### src/rtl/mem_arbiter_pkg.sv
// Shared encodings and default widths for the fetch/data memory arbiter.
package arb_pkg;

    localparam int ADDR_W_DEF = 32;
    localparam int DATA_W_DEF = 32;

    typedef enum logic [1:0] {
        IDLE = 2'b00,
        BUSY = 2'b01,
        ACK  = 2'b10
    } arbState_t;

    typedef enum logic {
        OWN_D  = 1'b0,
        OWN_IF = 1'b1
    } owner_t;

endpackage

### src/rtl/mem_arbiter_if.sv
// CPU-side (fetch + load/store) and memory-side signals of the arbiter.
// slave = arbiter view, master = core/memory environment view.
interface mem_arbiter_if
    import arb_pkg::*;
#(
    parameter int ADDR_W = ADDR_W_DEF,
    parameter int DATA_W = DATA_W_DEF
) ();

    logic              if_req;
    logic [ADDR_W-1:0] if_addr;
    logic [DATA_W-1:0] if_rdata;
    logic              if_ack;

    logic              d_req;
    logic              d_we;
    logic [ADDR_W-1:0] d_addr;
    logic [DATA_W-1:0] d_wdata;
    logic [DATA_W-1:0] d_rdata;
    logic              d_ack;

    logic              mem_en;
    logic              mem_we;
    logic [ADDR_W-1:0] mem_addr;
    logic [DATA_W-1:0] mem_wdata;
    logic [DATA_W-1:0] mem_rdata;
    logic              mem_ready;

    logic              stall;
    logic              busy;
    logic              bus_err;

    modport slave (
        input  if_req, if_addr, d_req, d_we, d_addr, d_wdata, mem_rdata, mem_ready,
        output if_rdata, if_ack, d_rdata, d_ack, mem_en, mem_we, mem_addr, mem_wdata,
               stall, busy, bus_err
    );

    modport master (
        output if_req, if_addr, d_req, d_we, d_addr, d_wdata, mem_rdata, mem_ready,
        input  if_rdata, if_ack, d_rdata, d_ack, mem_en, mem_we, mem_addr, mem_wdata,
               stall, busy, bus_err
    );

endinterface

### src/rtl/mem_arbiter_timeout_cnt.sv
// BUSY watchdog for the memory arbiter; only compiled with ARB_TIMEOUT_EN,
// which is also the only build that instantiates it.
`ifdef ARB_TIMEOUT_EN
module arb_timeout_cnt #(
    parameter int LIMIT = 16
) (
    input  logic clk,
    input  logic rst,
    input  logic clr,
    input  logic en,
    output logic expired
);

    localparam int CNT_W = $clog2(LIMIT + 1);

    logic [CNT_W-1:0] cnt;

    // expired marks the last tolerated BUSY cycle; the abort happens on its edge
    assign expired = en && (cnt == CNT_W'(LIMIT - 1));

    always_ff @(posedge clk or negedge rst) begin
        if (!rst) begin
            cnt <= '0;
        end else if (clr) begin
            cnt <= '0;
        end else if (en && !expired) begin
            cnt <= cnt + 1'b1;
        end
    end

endmodule
`endif

### src/rtl/mem_arbiter.sv
// Round-robin arbiter sharing one single-ported memory between fetch and data.
// Optional BUSY watchdog with bus_err abort: define ARB_TIMEOUT_EN.
module mem_arbiter
    import arb_pkg::*;
#(
    parameter int ADDR_W      = ADDR_W_DEF,
    parameter int DATA_W      = DATA_W_DEF,
    parameter int TIMEOUT_CYC = 16
) (
    input logic          clk,
    input logic          rst,
    mem_arbiter_if.slave bus
);

    arbState_t         state;
    owner_t            owner;
    logic              rr;
    logic              memEn;
    logic              memWe;
    logic [ADDR_W-1:0] memAddr;
    logic [DATA_W-1:0] memWdata;
    logic [DATA_W-1:0] ifRdata;
    logic [DATA_W-1:0] dRdata;
    logic              ifAck;
    logic              dAck;
    logic              anyReq;
    logic              grantIf;

    assign anyReq  = bus.if_req | bus.d_req;
    // rr=0 favours data, rr=1 favours fetch; it only matters on a tie
    assign grantIf = bus.if_req & (~bus.d_req | rr);

`ifdef ARB_TIMEOUT_EN
    logic busErr;
    logic tmoExpired;

    arb_timeout_cnt #(
        .LIMIT(TIMEOUT_CYC)
    ) u_timeout (
        .clk    (clk),
        .rst    (rst),
        .clr    (state == IDLE),
        .en     (state == BUSY),
        .expired(tmoExpired)
    );

    assign bus.bus_err = busErr;
`else
    logic unusedTimeout;
    assign unusedTimeout = (TIMEOUT_CYC > 0);
    assign bus.bus_err   = 1'b0;
`endif

    always_ff @(posedge clk or negedge rst) begin
        if (!rst) begin
            state    <= IDLE;
            owner    <= OWN_D;
            rr       <= 1'b0;
            memEn    <= 1'b0;
            memWe    <= 1'b0;
            memAddr  <= '0;
            memWdata <= '0;
            ifRdata  <= '0;
            dRdata   <= '0;
            ifAck    <= 1'b0;
            dAck     <= 1'b0;
`ifdef ARB_TIMEOUT_EN
            busErr   <= 1'b0;
`endif
        end else begin
            case (state)
                IDLE: begin
                    if (anyReq) begin
                        owner    <= grantIf ? OWN_IF : OWN_D;
                        memEn    <= 1'b1;
                        memWe    <= grantIf ? 1'b0 : bus.d_we;
                        memAddr  <= grantIf ? bus.if_addr : bus.d_addr;
                        memWdata <= grantIf ? '0 : bus.d_wdata;
                        state    <= BUSY;
                    end
                end
                BUSY: begin
                    if (bus.mem_ready) begin
                        memEn <= 1'b0;
                        if (owner == OWN_IF) begin
                            ifRdata <= bus.mem_rdata;
                            ifAck   <= 1'b1;
                        end else begin
                            if (!memWe) begin
                                dRdata <= bus.mem_rdata;
                            end
                            dAck <= 1'b1;
                        end
                        rr    <= (owner == OWN_D);
                        state <= ACK;
                    end
`ifdef ARB_TIMEOUT_EN
                    else if (tmoExpired) begin
                        memEn <= 1'b0;
                        if (owner == OWN_IF) begin
                            ifRdata <= '0;
                            ifAck   <= 1'b1;
                        end else begin
                            dRdata <= '0;
                            dAck   <= 1'b1;
                        end
                        busErr <= 1'b1;
                        rr     <= (owner == OWN_D);
                        state  <= ACK;
                    end
`endif
                end
                ACK: begin
                    ifAck <= 1'b0;
                    dAck  <= 1'b0;
`ifdef ARB_TIMEOUT_EN
                    busErr <= 1'b0;
`endif
                    state <= IDLE;
                end
                default: state <= IDLE;
            endcase
        end
    end

    assign bus.mem_en    = memEn;
    assign bus.mem_we    = memWe;
    assign bus.mem_addr  = memAddr;
    assign bus.mem_wdata = memWdata;
    assign bus.if_rdata  = ifRdata;
    assign bus.d_rdata   = dRdata;
    assign bus.if_ack    = ifAck;
    assign bus.d_ack     = dAck;
    assign bus.busy      = (state != IDLE);
    assign bus.stall     = (bus.if_req & ~ifAck) | (bus.d_req & ~dAck);

endmodule

### src/flat_wrapper.sv
// flat-port wrapper written by rule: the top's interface ports become plain ports
module mem_arbiter_flat import arb_pkg::*;
#(
    parameter int ADDR_W      = ADDR_W_DEF,
    parameter int DATA_W      = DATA_W_DEF,
    parameter int TIMEOUT_CYC = 16
)
  (clk, rst, bus_if_req, bus_if_addr, bus_d_req, bus_d_we, bus_d_addr, bus_d_wdata, bus_mem_rdata, bus_mem_ready, bus_if_rdata, bus_if_ack, bus_d_rdata, bus_d_ack, bus_mem_en, bus_mem_we, bus_mem_addr, bus_mem_wdata, bus_stall, bus_busy, bus_bus_err);
  mem_arbiter_if #(.ADDR_W(ADDR_W), .DATA_W(DATA_W)) bus_i ();
  input logic clk;
  input logic rst;
  input wire logic [$bits(bus_i.if_req)-1:0] bus_if_req;
  input wire logic [$bits(bus_i.if_addr)-1:0] bus_if_addr;
  input wire logic [$bits(bus_i.d_req)-1:0] bus_d_req;
  input wire logic [$bits(bus_i.d_we)-1:0] bus_d_we;
  input wire logic [$bits(bus_i.d_addr)-1:0] bus_d_addr;
  input wire logic [$bits(bus_i.d_wdata)-1:0] bus_d_wdata;
  input wire logic [$bits(bus_i.mem_rdata)-1:0] bus_mem_rdata;
  input wire logic [$bits(bus_i.mem_ready)-1:0] bus_mem_ready;
  output wire logic [$bits(bus_i.if_rdata)-1:0] bus_if_rdata;
  output wire logic [$bits(bus_i.if_ack)-1:0] bus_if_ack;
  output wire logic [$bits(bus_i.d_rdata)-1:0] bus_d_rdata;
  output wire logic [$bits(bus_i.d_ack)-1:0] bus_d_ack;
  output wire logic [$bits(bus_i.mem_en)-1:0] bus_mem_en;
  output wire logic [$bits(bus_i.mem_we)-1:0] bus_mem_we;
  output wire logic [$bits(bus_i.mem_addr)-1:0] bus_mem_addr;
  output wire logic [$bits(bus_i.mem_wdata)-1:0] bus_mem_wdata;
  output wire logic [$bits(bus_i.stall)-1:0] bus_stall;
  output wire logic [$bits(bus_i.busy)-1:0] bus_busy;
  output wire logic [$bits(bus_i.bus_err)-1:0] bus_bus_err;
  assign bus_i.if_req = bus_if_req;
  assign bus_i.if_addr = bus_if_addr;
  assign bus_i.d_req = bus_d_req;
  assign bus_i.d_we = bus_d_we;
  assign bus_i.d_addr = bus_d_addr;
  assign bus_i.d_wdata = bus_d_wdata;
  assign bus_i.mem_rdata = bus_mem_rdata;
  assign bus_i.mem_ready = bus_mem_ready;
  assign bus_if_rdata = bus_i.if_rdata;
  assign bus_if_ack = bus_i.if_ack;
  assign bus_d_rdata = bus_i.d_rdata;
  assign bus_d_ack = bus_i.d_ack;
  assign bus_mem_en = bus_i.mem_en;
  assign bus_mem_we = bus_i.mem_we;
  assign bus_mem_addr = bus_i.mem_addr;
  assign bus_mem_wdata = bus_i.mem_wdata;
  assign bus_stall = bus_i.stall;
  assign bus_busy = bus_i.busy;
  assign bus_bus_err = bus_i.bus_err;
  mem_arbiter #(.ADDR_W(ADDR_W), .DATA_W(DATA_W), .TIMEOUT_CYC(TIMEOUT_CYC)) u_core (.clk(clk), .rst(rst), .bus(bus_i));
endmodule
### config.mk
export PLATFORM = sky130hd
export DESIGN_NAME = mem_arbiter_flat
export DESIGN_NICKNAME = d
export VERILOG_FILES = /design/src/rtl/mem_arbiter_pkg.sv /design/src/rtl/mem_arbiter_if.sv /design/src/rtl/mem_arbiter_timeout_cnt.sv /design/src/rtl/mem_arbiter.sv /design/src/flat_wrapper.sv
export SDC_FILE = /design/constraint.sdc
export NUM_CORES = 1
export LEC_CHECK = 0
export ABC_AREA = 1
export BUFFER_PORTS_ARGS = -buffer_cell sky130_fd_sc_hd__buf_2
export CORE_MARGIN = 2
export CORE_UTILIZATION = 40
export DETAILED_ROUTE_END_ITERATION = 8
export PLACE_DENSITY = 0.73
export RECOVER_POWER = 25
export SLEW_MARGIN = 20
export SYNTH_ARGS = -nofsm -noshare
export SYNTH_HDL_FRONTEND = slang
export SYNTH_SLANG_ARGS = --single-unit
### constraint.sdc
create_clock -name clk -period 1.1 [get_ports clk]
set_input_delay 0.22 -clock clk [delete_from_list [all_inputs] [get_ports clk]]
set_output_delay 0.22 -clock clk [all_outputs]
set_load 0.03 [all_outputs]
## Word level (Yosys, flattened, before mapping)

Index checks and enable logic that the tools add are counted.

| cells by class | value |
|---|---|
| equal/unequal tests | 6 |
| shift operators | 0 |
| multipliers | 0 |
| bitwise logic cells | 11 |
| $lt $le $gt $ge | 0 |
| mux-type cells | 16 |
| divide/modulo/power cells | 0 |
| $add $sub $neg | 0 |
| reductions and logical operators | 12 |

Operators with widths:

| cell | number |
|---|---|
| $mux 32 | 2 |
| $reduce_and 3->1 | 4 |
| $mux 1 | 8 |
| $pmux 1 s2 | 3 |
| $reduce_and 2->1 | 3 |
| $reduce_bool 2->1 | 3 |
| $not 1->1 | 5 |
| $mux 2 | 2 |
| $ne 2x1->1 const B | 2 |
| $ne 2x2->1 const B | 2 |
| $pmux 2 s2 | 1 |
| $reduce_and 4->1 | 1 |
| $and 1x1->1 | 3 |
| $or 1x1->1 | 3 |
| $eq 2x1->1 const B | 1 |
| $eq 2x2->1 const B | 1 |
| $logic_not 2->1 | 1 |

| storage, ports and cells | value |
|---|---|
| input bits | 134 |
| memory bits (read-only) | 0 |
| memories kept | 0 |
| register bits | 136 |
| bits in writable memories | 0 |
| latch bits | 0 |

## Logic depth before layout (Yosys ltp)

| logic depth | value |
|---|---|
| depth in word-level cells | 4 |
| gate-level depth with buffers | 8 |

## Worst setup path after synthesis

Ideal clock, no wire load.

| path | value |
|---|---|
| kind | reg-to-reg |
| start | register u_core.state[0] |
| end | register u_core.memWdata[13], in the netlist u_core.bus.mem_wdata[13] |
| stages on the path, launching flop included | 9 |
| buffers on the path | 2 |
| clock period less this slack | 1.394 ns |
| setup time | 0.117 ns |
| setup slack | -0.294 ns |
| data arrival time | 1.277 ns |
| data required time | 0.983 ns |
| path through | dfrtp_1 > inv_1 > nand2_1 > nor2_4 > inv_2 > buf_4 > buf_6 > nand2_1 > nand2_1 |

| between the ends | value |
|---|---|
| longest elaborated chain between the ends | 2 |

RTL lines:

| what | RTL line | text |
|---|---|---|
| from (decl) | mem_arbiter.sv:15 | `arbState_t state;` |
| from (signal assigned) | mem_arbiter.sv:56 | `state <= IDLE;` |
| from (signal assigned) | mem_arbiter.sv:79 | `state <= BUSY;` |
| from (signal assigned) | mem_arbiter.sv:95 | `state <= ACK;` |
| $logic_not 2->1 | mem_arbiter.sv:71 | `case (state)` |
| $reduce_and 2->1 (no line) | - |  |
| to (signal assigned) | mem_arbiter.sv:78 | `memWdata <= grantIf ? '0 : bus.d_wdata;` |
| to (decl) | mem_arbiter.sv:21 | `logic [DATA_W-1:0] memWdata;` |

Every way passes these cells.
A chain may end at the register's enable or synchronous reset.

## Final worst setup path

| path | value |
|---|---|
| start | register u_core.state[0] |
| end | register u_core.dRdata[3], in the netlist u_core.bus.d_rdata[3] |

| between the ends | value |
|---|---|
| longest elaborated chain between the ends | 2 |

RTL lines:

| what | RTL line | text |
|---|---|---|
| $eq 2x1->1 | mem_arbiter.sv:71 |  |
| $reduce_and 4->1 (no line) | - |  |
| to (signal assigned) | mem_arbiter.sv:90 | `dRdata <= bus.mem_rdata;` |
| to (decl) | mem_arbiter.sv:23 | `logic [DATA_W-1:0] dRdata;` |

Every way passes these cells.

==> results.py <==
metrics = {
    "worst_setup_path": {
        "r2r_cells": 9,
        "reg2reg_to": "u_core.bus.d_rdata[3]",
        "end_kind": "flip-flop",
        "worst-path-max-fanout": 8,
        "crit_top_cell": "buf_6",
        "cp_cell_sequence": "buf_6, nand3_4, buf_6, clkinv_8, buf_8, buf_12, buf_16, nand3_2, nand2_2",
        "r2r_start": "u_core.state[0]",
        "cp.required_ns": 1.39,
        "cp_data_arrival_time_ns": 1.78,
        "cpPeakStageDelay_ns": 0.40,
        "setup.worst_path.start_class": "flip-flop",
        "crit_family": "buffers and inverters",
        "slowest_stage": "dfrtp_1",
        "startpoint": "u_core.state[0]",
        "critPathKind": "flip-flop to flip-flop",
        "crit_buf_inv": 6,
        "reg2reg_slack_ns": -0.39,
    },
    "detailed_routing": {
        "finalWirelength_um": 29130,
        "drtIter0Drc": 602,
        "drc": 0,
        "post_drt_wl_per_cell_um": 21.39,
        "ant_nets": 0,
        "drtPass1Iterations": 5,
        "vias": 7290,
        "viasPerCell": 5.352,
    },
    "logic_synthesis": {
        "synth_edf_count": 0,
        "synthTopCellsByCount": "nand2_1, dfrtp_1, nand3_1, inv_1, buf_2",
        "synthArstFlopShare": 1.000,
        "synthCells": 725,
        "ys_ff_latch": 136,
        "synth_cell_types": 18,
        "yosysMostFrequentCell": "nand2_1",
        "synth_mux_area_frac": 0,
        "yosys-top-cells-area": "dfrtp_1, nand2_1, nand3_1",
        "netlist_area_um2": 5899,
        "syn-mean-instance-area_um2": 8.137,
        "synthSimpleGateAreaFrac": 0.3275,
        "syn_nets": 859,
        "synth_compound_area_frac": 0.006151,
        "synth_top_family_by_area": "simple AND/OR/NAND/NOR gates",
        "yosysTopAreaCell": "dfrtp_1",
        "yosysSeqAreaShare": 0.5769,
        "yosys.area_share.xor_xnor": 0,
        "yosysWarnings": 0,
        "synth.top_cell.area_share": 0.5769,
        "synthFlopType": "dfrtp_1",
        "synth_adder_area_share": 0,
    },
    "global_route": {
        "grt_overflow_total": 0,
        "grt_max_degree": 33,
        "grt_pass1_vias": 7109,
        "antenna_found_initial": 2,
        "grtUsageTotal": 0.3135,
        "grt_pass1_wl_um": 38410,
    },
    "sta": {
        "slew-limit-headroom": 0.4585,
        "fmax_ghz": 0.6690,
        "timing.final.crit_share": 1.359,
        "finalSetupViolations": 271,
        "hold_violations": 0,
        "rsz0062_at_grt": "true",
        "tightest_slew_ns": 0.8122,
        "skew_ns": 0.008959,
        "whs_ns": 0.02353,
        "slew_violations": 0,
        "layout_setup_ws_ns": -0.3947,
        "fin_tns_setup_ns": -51.50,
        "period_needed_ns": 1.495,
    },
    "floorplan": {
        "pin_count": 269,
        "fp.coreArea_um2": 14480,
        "row_count": 44,
        "die_h_um": 125.4,
        "start_util": 0.4074,
        "die-area_um2": 15740,
        "die_w_um": 125.4,
    },
    "final_layout": {
        "drive_above_1_share": 0.6602,
        "nNetsFinal": 1298,
        "finish.utilization": 0.8642,
        "n_fill_cell": 701,
        "layout-area-overhead-vs-synth_pct": 112.1,
    },
    "hold_path": {
        "min_from": "bus_d_wdata[30]",
        "min_path_cells": 3,
        "hold_path_class": "input port to flip-flop",
        "hold_path_end": "u_core.bus.mem_wdata[30]",
    },
    "power": {
        "p_sw_mw": 18.12,
        "p_comb_frac": 0.623,
        "ir_drop_uv": 1659,
        "pwr-share-clk": 0.153,
        "powerDensity_nw_per_um2": 3382,
        "p_total_mw": 42.32,
        "p_int_mw": 24.21,
        "switching_share": 0.4280,
        "power_leakage_nw": 6.613,
        "seqPwrFrac": 0.224,
    },
    "job": {
        "cap_viol_max_count": 0,
    },
    "clock_tree": {
        "cts_tree": "done",
        "cts_buffers": 17,
        "cts.sinks": 136,
        "path_clk_slew_ns": 0.06,
        "clock_path_buffers": 2,
        "root_buffer": "clkbuf_16",
        "clk-insertion-delay-late_ns": 0.42,
        "htreeDepth": 4,
    },
    "placement": {
        "dp_hpwl_um": 11860,
        "place.port_buffers": 267,
        "gp_congestion": 0.7943,
        "preCtsSetupSlack_ns": -0.1940,
    },
    "outcome": {
        "violations": "setup timing",
        "outcome": "finished with violations",
    },
}
[cell usage in the layout (no fill, tap or decap), types with 5 or more instances in the layout]
cell type,Yosys,final
nand2_1,329,153
buf_6,1,145
buf_2,23,133
dfrtp_1,136,130
buf_4,14,119
nand2_2,2,117
nand3_2,0,76
inv_1,69,66
nand2_4,0,58
nand3_1,130,47
buf_12,0,37
clkbuf_16,0,20
buf_16,0,19
nand3_4,0,7
buf_8,0,6
dfrtp_2,0,6
bufinv_16,0,5
[flip-flops by register name, indices dropped and copies added (netlist names)]
name and count:
u_core.bus.mem_en 1, u_core.bus.d_ack 1, u_core.bus.d_rdata 32, u_core.rr 1
u_core.bus.mem_addr 32, u_core.bus.if_ack 1, u_core.state 2, u_core.bus.mem_we 1
u_core.bus.mem_wdata 32, u_core.bus.if_rdata 32, u_core.owner 1
[repair_timing]
action,CTS,global route
cloned,30,3
setup endpoints to repair,267,270
pin swaps,111,74
hold endpoints to repair,112,0
gates resized for setup,471,222
buffers inserted,72,72
hold buffers,1,0
[metrics by stage]
stage	instance area (µm²)	cells
final	12510	1362
after global routing	12510	1361
after CTS	11410	1298
after detailed placement	7672	1165
after global placement	7672	1165
after floorplan	5936	725
[power by group through the flow]
| stage | clock network [mW] | logic (mW) | registers (mW) |
|---|---|---|---|
| final | 6.48 | 26.3 | 9.50 |
| after global routing | 6.76 | 27.3 | 9.61 |
| after CTS | 6.40 | 22.1 | 9.02 |
| after detailed placement | 0 | 12.8 | 8.52 |
| after global placement | 0 | 12.5 | 8.51 |
| after floorplan | 0 | 4.08 | 12.8 |
[worst max-delay path by stage]
stage,to,slack [ns],cells after the start
floorplan,u_core.bus.mem_wdata[13],-0.09,8
detailed placement,u_core.bus.mem_addr[18],-0.19,7
CTS,bus_stall,-0.32,3
global placement,u_core.bus.if_rdata[19],-0.14,7
finish,u_core.bus.d_rdata[3],-0.39,9
global route,u_core.bus.mem_wdata[2],-0.42,9
[cell type report]
| class | instances | area, µm² | share of cell area |
|---|---|---|---|
| antenna | 1 | 2.502 | 0.0002000 |
| clock buffer | 21 | 470.5 | 0.03760 |
| clock inverter | 11 | 192.7 | 0.01540 |
| inverter | 72 | 299.0 | 0.02390 |
| multi-input combinational | 473 | 3257 | 0.2603 |
| sequential | 136 | 3411 | 0.2726 |
| tap | 184 | 230.2 | 0.01840 |
| timing repair buffer | 463 | 4631 | 0.3701 |
| timing repair inverter | 1 | 20.02 | 0.001600 |
[tightest hold or removal path, cell delays in order]
cell and delay, ns:
buf_2 0.08, nand3_2 0.06, nand2_1 0.05
[layer usage]
metal | up-vias | routed length [µm] | global-route usage
met5 | - | 14 | 0
met4 | 2 | 1596 | 0.1497
met3 | 145 | 2668 | 0.08087
met2 | 525 | 14650 | 0.5434
met1 | 3496 | 10200 | 0.3617
li1 | 3122 | - | -
[cell families after synthesis]
group / Yosys count
DFF: 136
other: 1
buffers and inverters: 116
AOI/OAI and AO/OA: 6
and+or+nand+nor: 466
No activity file was read; power rests on OpenSTA's default activity.
